$ cat config.mk
export PLATFORM = sky130hd
export DESIGN_NAME = inv_mix_columns
export DESIGN_NICKNAME = d
export VERILOG_FILES = /design/src/rtl/inv_mix_columns.sv
export SDC_FILE = /design/constraint.sdc
export NUM_CORES = 1
export LEC_CHECK = 0
export CORE_MARGIN = 4
export CORE_UTILIZATION = 53
export DETAILED_ROUTE_END_ITERATION = 8
export GPL_ROUTABILITY_DRIVEN = 0
export GPL_TIMING_DRIVEN = 0
export PLACE_DENSITY = 0.85
export SYNTH_ARGS = -nofsm -noshare
export SYNTH_HDL_FRONTEND = slang
export SYNTH_SLANG_ARGS = --single-unit
$ cat constraint.sdc
create_clock -name clk -period 8.9 [get_ports clk]
set_input_delay 1.335 -clock clk [delete_from_list [all_inputs] [get_ports clk]]
set_output_delay 1.335 -clock clk [all_outputs]
set_load 0.05 [all_outputs]
$ cat src/rtl/inv_mix_columns.sv
`default_nettype none
// ============================================================================
// Module   : inv_mix_columns
// Purpose  : AES InvMixColumns over a full 128-bit state, one register stage.
// Revision : 1.0
// ============================================================================
module inv_mix_columns (
  input  logic         clk,
  input  logic         rst,
  input  logic         in_valid,
  input  logic [0:127] in,
  output logic [0:127] out,
  output logic         out_valid
);

  localparam logic [7:0] C_POLY_LOW = 8'h1B;

  function automatic logic [7:0] xtime(input logic [7:0] x);
    xtime = {x[6:0], 1'b0} ^ (x[7] ? C_POLY_LOW : 8'h00);
  endfunction

  // All four coefficients share the x2/x4/x8 chain of one byte.
  function automatic logic [31:0] byte_products(input logic [7:0] x);
    logic [7:0] x2, x4, x8;
    x2 = xtime(x);
    x4 = xtime(x2);
    x8 = xtime(x4);
    // packed as {0E*x, 0B*x, 0D*x, 09*x}
    byte_products = {x8 ^ x4 ^ x2, x8 ^ x2 ^ x, x8 ^ x4 ^ x, x8 ^ x};
  endfunction

  logic [0:127] mix_w;
  logic [0:127] out_d, out_q;
  logic         valid_d, valid_q;

  generate
    for (genvar c = 0; c < 4; c++) begin : g_col
      logic [7:0]  a0, a1, a2, a3;
      logic [31:0] p0, p1, p2, p3;
      logic [7:0]  b0, b1, b2, b3;

      assign a0 = in[32*c      +: 8];
      assign a1 = in[32*c + 8  +: 8];
      assign a2 = in[32*c + 16 +: 8];
      assign a3 = in[32*c + 24 +: 8];

      assign p0 = byte_products(a0);
      assign p1 = byte_products(a1);
      assign p2 = byte_products(a2);
      assign p3 = byte_products(a3);

      // Slice map: [31:24]=0E, [23:16]=0B, [15:8]=0D, [7:0]=09.
      assign b0 = p0[31:24] ^ p1[23:16] ^ p2[15:8]  ^ p3[7:0];
      assign b1 = p0[7:0]   ^ p1[31:24] ^ p2[23:16] ^ p3[15:8];
      assign b2 = p0[15:8]  ^ p1[7:0]   ^ p2[31:24] ^ p3[23:16];
      assign b3 = p0[23:16] ^ p1[15:8]  ^ p2[7:0]   ^ p3[31:24];

      assign mix_w[32*c +: 32] = {b0, b1, b2, b3};
    end
  endgenerate

  always_comb begin
    out_d   = out_q;
    valid_d = in_valid;
    if (in_valid) begin
      out_d = mix_w;
    end
  end

  always_ff @(posedge clk or posedge rst) begin
    if (rst) begin
      out_q   <= '0;
      valid_q <= 1'b0;
    end else begin
      out_q   <= out_d;
      valid_q <= valid_d;
    end
  end

  assign out       = out_q;
  assign out_valid = valid_q;

endmodule
`default_nettype wire

==> summary.md <==
| Metric | Value |
|---|---|
| Post-Syn Area | `between 10,000 and 15,000 sq um` |
| Core region area | `25,100 sq um` |
| Max Cap Viol | `0` |
| Post-route ant nets | `0` |
| Leakage | `between 0.006 and 0.007 uW` |
| FF+latch count, synth | `129` |
| Area Growth Syn to Fin | `22.3%` |
| Vias in the first global route | `around 9,500` |
| HP Class | `reg -> reg` |
| Post-synthesis sequential area ratio | `0.240` |
| Clock transition at path regs | `0.05 ns` |
| Critical Path AT | `3.78 ns` |
| Overall Power | `5590 uW` |
| Hold Vio Cnt, Final | `0` |
| Pre-CTS setup slack | `5.01 ns` |
| Die Width | `167 um` |
| I/O pins | `260` |
| Setup Skew | `0 ns` |
| DR pass1 iterations | `5` |
| Starting density of the core | `0.536` |
| Worst vdd ir | `0.000254 V` |
| CTS tree | `built` |
| Die height | `167 um` |
| Top post-synthesis cells by area | `xnor2_1 (31%), dfrtp_1 (24%), xnor3_1 (16%), mux2_2 (10%), xor2_1 (8.2%)` |
| Post-Route WL | `34,700 um` |
| Die area | `roughly 28,000 sq um` |
| Max-slew violations | `0` |
| Crit Path Max Fanout | `4` |
| CTS Hold Bufs | `0` |
| Slew headroom | `0.418` |
| Via density | `5.17` |
| Startpoint class of the critical path | `input port` |
| Status | `completed` |
| Rows | `between 50 and 60` |
| Root Driver | `clkbuf_16` |
| Worst slew pin tran | `0.867 ns` |
| GRT Total Usage | `0.249` |
| Total negative slack | `0 ns` |
| Unique cell type count in the Yosys netlist | `18` |
| WL/cell | `21.2 um` |
| H-Tree Depth | `4` |
| Worst path required time | `9.19 ns` |
| Final min period | `between 3 and 4 ns` |
| Initial antenna violation count | `1` |
| Fin util | `0.656` |
| Initial drt markers | `461` |
| Top cell type's share of synthesized area | `0.310` |
| CTS buffer count | `17` |
| Final setup vio count | `0` |
| Layout cells sized above 1 | `0.173` |
| Clk Latency, worst-skew pair | `0.41 ns` |
| Fin worst setup slack | `5.42 ns` |
| Maximum buffer depth of the clock tree | `2` |
| Yosys warns | `0` |
| Post_cts resized | `0` |
| Gate Count Post-Synth | `approximately 1,100` |
| Worst hold margin | `0.503 ns` |
| Port bufs | `190` |
| Vias | `roughly 8,500` |
| Critical Setup Path Class | `in -> reg` |
| Setup Buffers After CTS | `0` |
| Power per cell area | `340 nW/um^2` |
| N_diodes | `0` |
| Remaining Overflow, GRT | `0` |
| RSZ-0062 raised after global routing | `no` |
| Fmax | `about 290 MHz` |
| Largest net degree at the start of global routing | `78` |
| Syn nets | `~1,200` |
| Nets@finish | `approximately 1,400` |
| Setup crit end kind | `flip-flop` |
| Syn avg cell area | `~12 sq um` |
| # DRC | `0` |
| Final worst path period share | `0.391` |
| Clock Sink Count | `129` |
| Leading area contributor after synthesis | `xnor2_1` |
| Final HPWL DP | `27,000 um` |
| First-pass GRT wire length | `54,700 um` |
-- Yosys cell counts --
cell      count
xor3_1       22
xnor3_2       4
mux2i_1       3
xnor2_4       2
buf_6         2
buf_4         7
xor2_2        3
buf_1         1
xnor2_2      15
xor3_2        1
buf_2        38
xnor3_1      94
xnor2_1     476
dfrtp_1     129
xor2_1      126
clkbuf_1     35
inv_1         4
mux2_2      125
-- through the flow --
stage | instance area (sq um) | std cells
3_3_place_gp | 15800 | 1607
3_5_place_dp | 15800 | 1608
4_1_cts | 16500 | 1639
6_report | 16500 | 1639
2_1_floorplan | 13500 | 1087
5_1_grt | 16500 | 1639
-- area by class of cell --
cell class | count | area [sq um]
buffer | 83 | 400
tap | 330 | 413
fill | 1910 | 8640
timing repair buffer | 191 | 1930
clock inverter | 9 | 205
inverter | 4 | 20.0
clock buffer | 22 | 454
multi-input combinational | 871 | 9820
sequential | 129 | 3230
-- where the power goes --
group / leakage, uW / internal (uW) / total, uW / switching, uW
registers: 0.00151 / 896 / 1060 / 166
logic: 0.00508 / 1660 / 3720 / 2060
clock network: 0.000315 / 533 / 813 / 280
total: 0.00690 / 3090 / 5590 / 2500
-- logic make-up after synthesis --
| family | after synthesis | share of synthesized area |
|---|---|---|
| xor+xnor | 743 | 0.623 |
| buf+inv | 87 | 0.0309 |
| flops | 129 | 0.240 |
| mux | 128 | 0.107 |
-- path summary, 6_finish.rpt --
| path | start | to | slack [ns] | cells after the start |
|---|---|---|---|---|
| setup / recovery | in[86] | out[67]$_DFFE_PP0P_ | 5.42 | 6 |
| hold / removal | out[33]$_DFFE_PP0P_ | out[33]$_DFFE_PP0P_ | 0.50 | 1 |
| setup reg to reg | out[89]$_DFFE_PP0P_ | out[89]$_DFFE_PP0P_ | 8.10 | 1 |
| hold reg to reg | out[33]$_DFFE_PP0P_ | out[33]$_DFFE_PP0P_ | 0.50 | 1 |
| max in group asynchronous | rst | out[33]$_DFFE_PP0P_ | 6.77 | 3 |
| min in group asynchronous | rst | out_valid$_DFF_PP0_ | 1.35 | 2 |
-- layout by cell type, fill, tap and decap left out, types with 6 or more instances in the layout --
master	Yosys	final
buf_2	38	38
mux2_2	125	125
buf_4	7	7
xor3_1	22	22
clkdlybuf4s50_1	0	190
clkbuf_1	35	39
xnor2_1	476	476
bufinv_16	0	6
xor2_1	126	126
xnor2_2	15	15
clkbuf_16	0	17
dfrtp_1	129	129
xnor3_1	94	94
-- state kept, by name, indices dropped and copies added (netlist names) --
| name | flops |
|---|---|
| out_valid | 1 |
| out | 128 |
-- critical path, stage by stage --
cell and delay, ns:
clkdlybuf4s50_1 0.63, xnor3_2 0.48, xor3_2 0.45, xnor3_2 0.40, xor3_1 0.20, mux2_2 0.27
-- metal layers --
layer  track usage  wire [um]  vias up
met4        0.0734        769        2
met2         0.424      17000      299
li1              -          -     3909
met1         0.321      14800     4202
met5             0         12        -
met3        0.0529       2110       60
Note: power is estimated with default switching activity, not from simulation.
